### src/rtl/reg_bus_master.sv
`timescale 1ns/1ps
`default_nettype none
// ============================================================================
// Module   : reg_bus_master
// Purpose  : Sequences CS/W/R strobes into a bank of chip-selected registers
//            from a valid/ready request channel, with a valid/ready response.
// Revision : 1.0 - initial release
// ============================================================================
module reg_bus_master #(
  parameter int NREG = 8,
  parameter int AW   = 3,
  parameter int DW   = 16
) (
  input  logic               CLK,
  input  logic               RST,
  input  logic               REQ_VALID,
  output logic               REQ_READY,
  input  logic               REQ_WE,
  input  logic [AW-1:0]      REQ_ADDR,
  input  logic [DW-1:0]      REQ_WDATA,
  output logic               RSP_VALID,
  input  logic               RSP_READY,
  output logic [DW-1:0]      RSP_RDATA,
  output logic               RSP_ERR,
  output logic [NREG-1:0]    BUS_CS,
  output logic               BUS_W,
  output logic               BUS_R,
  output logic [DW-1:0]      BUS_D,
  input  logic [NREG*DW-1:0] BUS_Q
);

  localparam logic [1:0] c_idle   = 2'd0;
  localparam logic [1:0] c_setup  = 2'd1;
  localparam logic [1:0] c_strobe = 2'd2;
  localparam logic [1:0] c_resp   = 2'd3;
  localparam int unsigned c_nreg  = NREG;

  logic [1:0]      r_state;
  logic            r_we;
  logic [AW-1:0]   r_addr;
  logic [DW-1:0]   r_wdata;
  logic [DW-1:0]   r_rdata;
  logic            r_err;

  logic            w_legal;
  logic            w_active;
  logic [NREG-1:0] w_cs;
  logic [DW-1:0]   w_q_sel;

  assign w_legal  = 32'(REQ_ADDR) < c_nreg;
  assign w_active = (r_state == c_setup) || (r_state == c_strobe);

  always_comb begin
    w_cs    = '0;
    w_q_sel = '0;
    for (int i = 0; i < NREG; i++) begin
      if (r_addr == AW'(i)) begin
        w_cs[i] = 1'b1;
        w_q_sel = BUS_Q[i*DW +: DW];
      end
    end
  end

  // Bus outputs decode straight from state so reset removes them without an edge
  assign BUS_CS    = w_active ? w_cs : '0;
  assign BUS_D     = (w_active && r_we) ? r_wdata : '0;
  assign BUS_W     = (r_state == c_strobe) && r_we;
  assign BUS_R     = (r_state == c_strobe) && !r_we;
  assign REQ_READY = (r_state == c_idle);
  assign RSP_VALID = (r_state == c_resp);
  assign RSP_RDATA = r_rdata;
  assign RSP_ERR   = r_err;

  always_ff @(posedge CLK or posedge RST) begin
    if (RST) begin
      r_state <= c_idle;
      r_we    <= 1'b0;
      r_addr  <= '0;
      r_wdata <= '0;
      r_rdata <= '0;
      r_err   <= 1'b0;
    end else begin
      case (r_state)
        c_idle: begin
          if (REQ_VALID) begin
            r_we    <= REQ_WE;
            r_addr  <= REQ_ADDR;
            r_wdata <= REQ_WDATA;
            r_rdata <= '0;
            if (w_legal) begin
              r_err   <= 1'b0;
              r_state <= c_setup;
            end else begin
              // Out-of-range addresses skip the bus and answer at once
              r_err   <= 1'b1;
              r_state <= c_resp;
            end
          end
        end
        c_setup: begin
          r_state <= c_strobe;
        end
        c_strobe: begin
          if (!r_we) begin
            r_rdata <= w_q_sel;
          end
          r_state <= c_resp;
        end
        default: begin
          if (RSP_READY) begin
            r_rdata <= '0;
            r_err   <= 1'b0;
            r_state <= c_idle;
          end
        end
      endcase
    end
  end

endmodule
`default_nettype wire

### config.mk
export PLATFORM = sky130hd
export DESIGN_NAME = reg_bus_master
export DESIGN_NICKNAME = d
export VERILOG_FILES = /design/src/rtl/reg_bus_master.sv
export SDC_FILE = /design/constraint.sdc
export NUM_CORES = 1
export LEC_CHECK = 0
export CORE_ASPECT_RATIO = 1.75
export CORE_UTILIZATION = 26
export DETAILED_ROUTE_END_ITERATION = 8
export GPL_ROUTABILITY_DRIVEN = 0
export MAX_ROUTING_LAYER = met4
export SETUP_SLACK_MARGIN = 0.3
export SYNTH_ARGS = -nofsm -noshare
export SYNTH_HDL_FRONTEND = slang
export SYNTH_SLANG_ARGS = --single-unit
### constraint.sdc
create_clock -name CLK -period 2.83 [get_ports CLK]
set_input_delay 0.7075 -clock CLK [delete_from_list [all_inputs] [get_ports CLK]]
set_output_delay 0.7075 -clock CLK [all_outputs]
set_load 0.005 [all_outputs]
; Yosys cells after proc, flatten, opt, wreduce, memory -nomap -nowiden
; Cells that the tools add are included.
[word_totals]
ff_bits = 39
inputBits = 152
[classes]
eq_ne = 12
muxes = 28
n_bitwise = 2
n_reduce_logical = 15
[ops]
columns = cell, count
row1 = $mux W16, 12
row2 = $pmux W16 S3, 1
row3 = $eq A3 B3 Y1 const B, 4
row4 = $mux W1, 10
row5 = $mux W8, 1
row6 = $eq A3 B2 Y1 const B, 2
row7 = $pmux W2 S3, 1
row8 = $eq A2 B2 Y1 const B, 2
row9 = $mux W2, 2
row10 = $ne A2 B2 Y1 const B, 2
row11 = $reduce_and A2 Y1, 2
row12 = $reduce_and A4 Y1, 1
row13 = $reduce_bool A4 Y1, 1
row14 = $eq A3 B1 Y1 const B, 1
row15 = $logic_and A1 B1 Y1, 3
row16 = $logic_not A3 Y1, 1
row17 = $reduce_and A3 Y1, 1
row18 = $reduce_bool A3 Y1, 1
row19 = $eq A2 B1 Y1 const B, 1
row20 = $logic_not A2 Y1, 1
row21 = $not A1 Y1, 2
row22 = $pmux W1 S2, 1
row23 = $reduce_bool A2 Y1, 1
row24 = $reduce_or A2 Y1, 1
row25 = other kinds (2), 2

; Logic depth before layout (Yosys ltp)
[depth]
depth_word = 11
ltp_mapped = 7

; Worst setup path after synthesis
; OpenSTA, ideal clock, no wires.
[synth_path]
kind = register to output
start = register r_state[1]
end = output BUS_CS[2]
arrival_ns = 1.238
path_slack_ns = 0.884
stages_incl_launch_ff = 6
path_cell_list = dfrtp_1 > inv_1 > ha_1 > clkbuf_1 > nand2_1 > nor3_1
[synth_via]
elab_chain_len = 3
[synth_rtl]
columns = element, line_no
row1 = "start, declared", 38  ; logic [1:0] r_state;
row2 = "start signal, assigned", 76  ; r_state <= c_idle;
row3 = "start signal, assigned", 92  ; r_state <= c_setup;
row4 = "start signal, assigned", 96  ; r_state <= c_resp;
row5 = $eq A2 B1 Y1 or $eq A2 B2 Y1 (tied branches), 51  ; assign w_active = (r_state == c_setup) || (r_state == c_strobe);
row6 = $logic_or A1 B1 Y1 (*), 51
row7 = $mux W8 (*), 65  ; assign BUS_CS = w_active ? w_cs : '0;
row8 = "end, declared", 25  ; output logic [NREG-1:0] BUS_CS,
; Mark *: on every way between the ends. The rest lies on a longest branch, timed or not.

; Worst setup path in the final report
[layout_path]
start = register r_state[0]
end = output BUS_R
[layout_via]
elab_chain_len = 2
[layout_rtl]
columns = element, line_no
row1 = $eq A2 B2 Y1, 68  ; assign BUS_R = (r_state == c_strobe) && !r_we;
row2 = $logic_and A1 B1 Y1, 68
row3 = "end, declared", 27  ; output logic BUS_R,
; No other way between the ends.

==> results by group <==
Run status
  • Status: finished clean

Floorplan
  • Die Y: 144 um
  • IO Pins: 197
  • Core Area: 0.0112 mm^2
  • # rows: 51
  • Die Width: 83.2 um
  • Starting Density: 26.8%
  • DIE AREA: 0.0120 mm^2

Min path
  • Min-delay src: r_wdata[6]
  • WHS Endpoint: r_wdata[6]
  • WHS Path Cells: 1
  • Hold Crit Class: reg -> reg

Route
  • DR vias: 3120
  • Total wire length: 11500 um
  • Avg Vias per Cell: 4.99
  • Initial DRC count: 66
  • DRC viols: 0
  • DR pass1 iterations: 4
  • Post-DRT Antenna Nets: 0
  • Routed WL per cell: 18.3 um

Clocking
  • Longest Clk Path Bufs: 2
  • Num CTS Buffers: 5
  • Clock tree root driver cell: clkbuf_16
  • Worst-path clk slew: 0.06 ns
  • Clk sinks: 38
  • Cts-stage hold buffer count: 0
  • CTS tree: done
  • Worst-Skew Late Latency: 0.28 ns
  • H-Tree Depth: 2

Worst setup path
  • CP required: 2.12 ns
  • Worst R2R Path Depth: 5
  • Worst setup EP type: output port
  • End of the worst register-to-register path: RSP_RDATA[6]
  • Crit start category: register
  • Critical register-to-register path startpoint: r_addr[0]
  • R2R Setup Slk: 0.71 ns
  • Worst endpoint data arrival time: 1.81 ns
  • CP Class: reg -> out
  • Crit-path max FO: 5

Global routing
  • GR Overflow Total: 0
  • Vias in the first global route: 3356
  • First-pass GRT wire length: 17500 um
  • Largest net degree at the start of global routing: 39
  • Number of antenna violations at the first check in global routing: 0
  • Total Routing Usage GR: 19.4%

Pwr
  • Maximum VDD drop: 629 uV
  • Pwr dens: 895 mW/mm^2
  • Leakage: 2.30 nW

Yosys
  • Synth Warn #: 0
  • Asr flop ratio synth: 100%
  • Post-synth top area share: 31.7%
  • Synth area leaders: dfrtp_1, mux2_2, mux2i_1, o221ai_2, mux2_1
  • Yosys top cell by area: dfrtp_1
  • Mapped Cells: 302
  • Synth Flop Type: dfrtp_1
  • Post-synth EDFFs: 0
  • Synth cell types: 43
  • Synthesized cell area: 0.00300 mm^2
  • Syn Area/Cell: 9.93 um^2
  • #FFs+latches synth: 38
  • Sequential share of the synthesized area: 31.7%
  • Mapped Nets: 458

STA
  • Rel. slew slack: 43.4%
  • Fmax: 397 MHz
  • Slew @ Worst Pin: 0.848 ns
  • Hold_ws: 0.501 ns
  • TNS Setup: 0 ns
  • Crit path time final: 2.52 ns
  • Period utilisation layout: 89.0%
  • RSZ-0062 raised after global routing: true
  • Final Max Tran Viols: 0
  • Final setup viols: 0
  • Final Hold Vio Count: 0
  • Clock skew: 0.00300 ns

Place
  • # placed instances: 611
  • Post-DP HPWL: 8600 um
  • PortBufs: 195
  • Placed Area: 0.00503 mm^2

Layout
  • Sequential Area: 957 um^2
  • Post-layout nets: 648
  • Final cell count without fillers: 625
  • Layout fillers: 1109
  • Antenna cells: 0
  • Layout cells sized above 1: 18.1%
  • Fin area: 0.00531 mm^2
  • Area Overhead vs Synth: 77.3%
  • Area of the multi-input gates: 0.00183 mm^2

Flow run
  • Max-cap violations: 0
[layout by cell type, fill, tap and decap left out, types with 8 or more instances in the layout]
master	n
inv_1	17
dlymetal6s2s_1	8
and3_1	17
o22a_1	12
nand2_1	17
nor2_1	19
mux2_2	34
o221ai_2	10
clkdlybuf4s50_1	177
dfrtp_1	35
dlygate4sd2_1	10
mux2_1	10
mux2i_1	16
o21ai_1	11
o211ai_1	14
buf_4	14
nand2b_1	9
[worst max-delay path by stage]
stage,from,endpoint,slack (ns),cells after the start
6_report,r_state[0],BUS_R,0.31,5
5_1_grt,r_state[0],BUS_D[8],0.24,5
4_1_cts,r_state[0],BUS_D[15],0.30,5
3_5_place_dp,r_state[1],BUS_CS[0],0.35,5
3_3_place_gp,r_state[1],BUS_D[5],0.44,5
2_1_floorplan,r_state[1],BUS_CS[2],0.88,5
[cells in the mapped netlist (4+ instances only)]
| cell type | count |
|---|---|
| o211ai_1 | 14 |
| o21ai_1 | 11 |
| nor2_1 | 19 |
| clkbuf_1 | 11 |
| mux2i_1 | 16 |
| nor3_1 | 4 |
| nand2_1 | 17 |
| buf_2 | 7 |
| ha_1 | 4 |
| inv_1 | 20 |
| buf_6 | 5 |
| o22a_1 | 12 |
| mux2_2 | 34 |
| nand2b_1 | 10 |
| o221ai_2 | 10 |
| buf_4 | 4 |
| mux2_1 | 10 |
| and3_1 | 17 |
| o221ai_1 | 5 |
| dfrtp_1 | 38 |
[registers in the layout (all words and copies together) (netlist names)]
signal / count
r_we: 1
r_state: 2
r_addr: 3
r_wdata: 16
RSP_RDATA: 16
[layout make-up]
type,instances,area share (%)
inverter,20,1.41
timing repair buffer,211,39.3
clock buffer,6,2.61
tap,132,3.11
clock inverter,2,1.13
multi-input combinational,216,34.4
sequential,38,18.0
[worst max-delay path, cell delays in order (launching register included)]
cell and delay (ns):
dfrtp_1 0.39, inv_2 0.10, ha_1 0.31, nand2b_2 0.14
inv_1 0.08, clkdlybuf4s50_1 0.51
[where the power goes]
| part | internal (mW) | switching (mW) |
|---|---|---|
| clock | 0.530 | 0.235 |
| combinational | 1.59 | 1.39 |
| sequential | 0.785 | 0.233 |
[metrics by stage]
step / util [%] / power [mW] / worst slack [ns]
global placement: 45.0 / 3.85 / 0.437
global route: 47.6 / 5.08 / 0.236
floorplan: - / 2.77 / 0.884
detailed placement: 45.0 / 3.89 / 0.348
CTS: 47.3 / 4.79 / 0.303
finish: 47.6 / 4.76 / 0.313
[timing repair]
action / in CTS / in global routing
setup buffers: 4 / 2
resized for setup: 20 / 8
endpoints found under the setup margin: 25 / 12
pin swaps: 1 / 2
hold endpoints to repair: 0 / 0
[routing by layer]
| layer | vias up | track usage [%] | share of wire (%) |
|---|---|---|---|
| met5 | - | - | 0 |
| met4 | 0 | 5.72 | 1.8 |
| met3 | 16 | 3.54 | 6.5 |
| met2 | 147 | 37.6 | 55 |
| met1 | 1479 | 19.7 | 37 |
| li1 | 1478 | - | - |
[kinds of logic after synthesis]
group,synth area share (%)
mux,24.1
compound gates,19.7
flops,31.7
other cells,0.125
fa+ha+maj,1.67
simple gates,14.6
buf+inv,8.05
No activity file was read; power rests on OpenSTA's default activity.
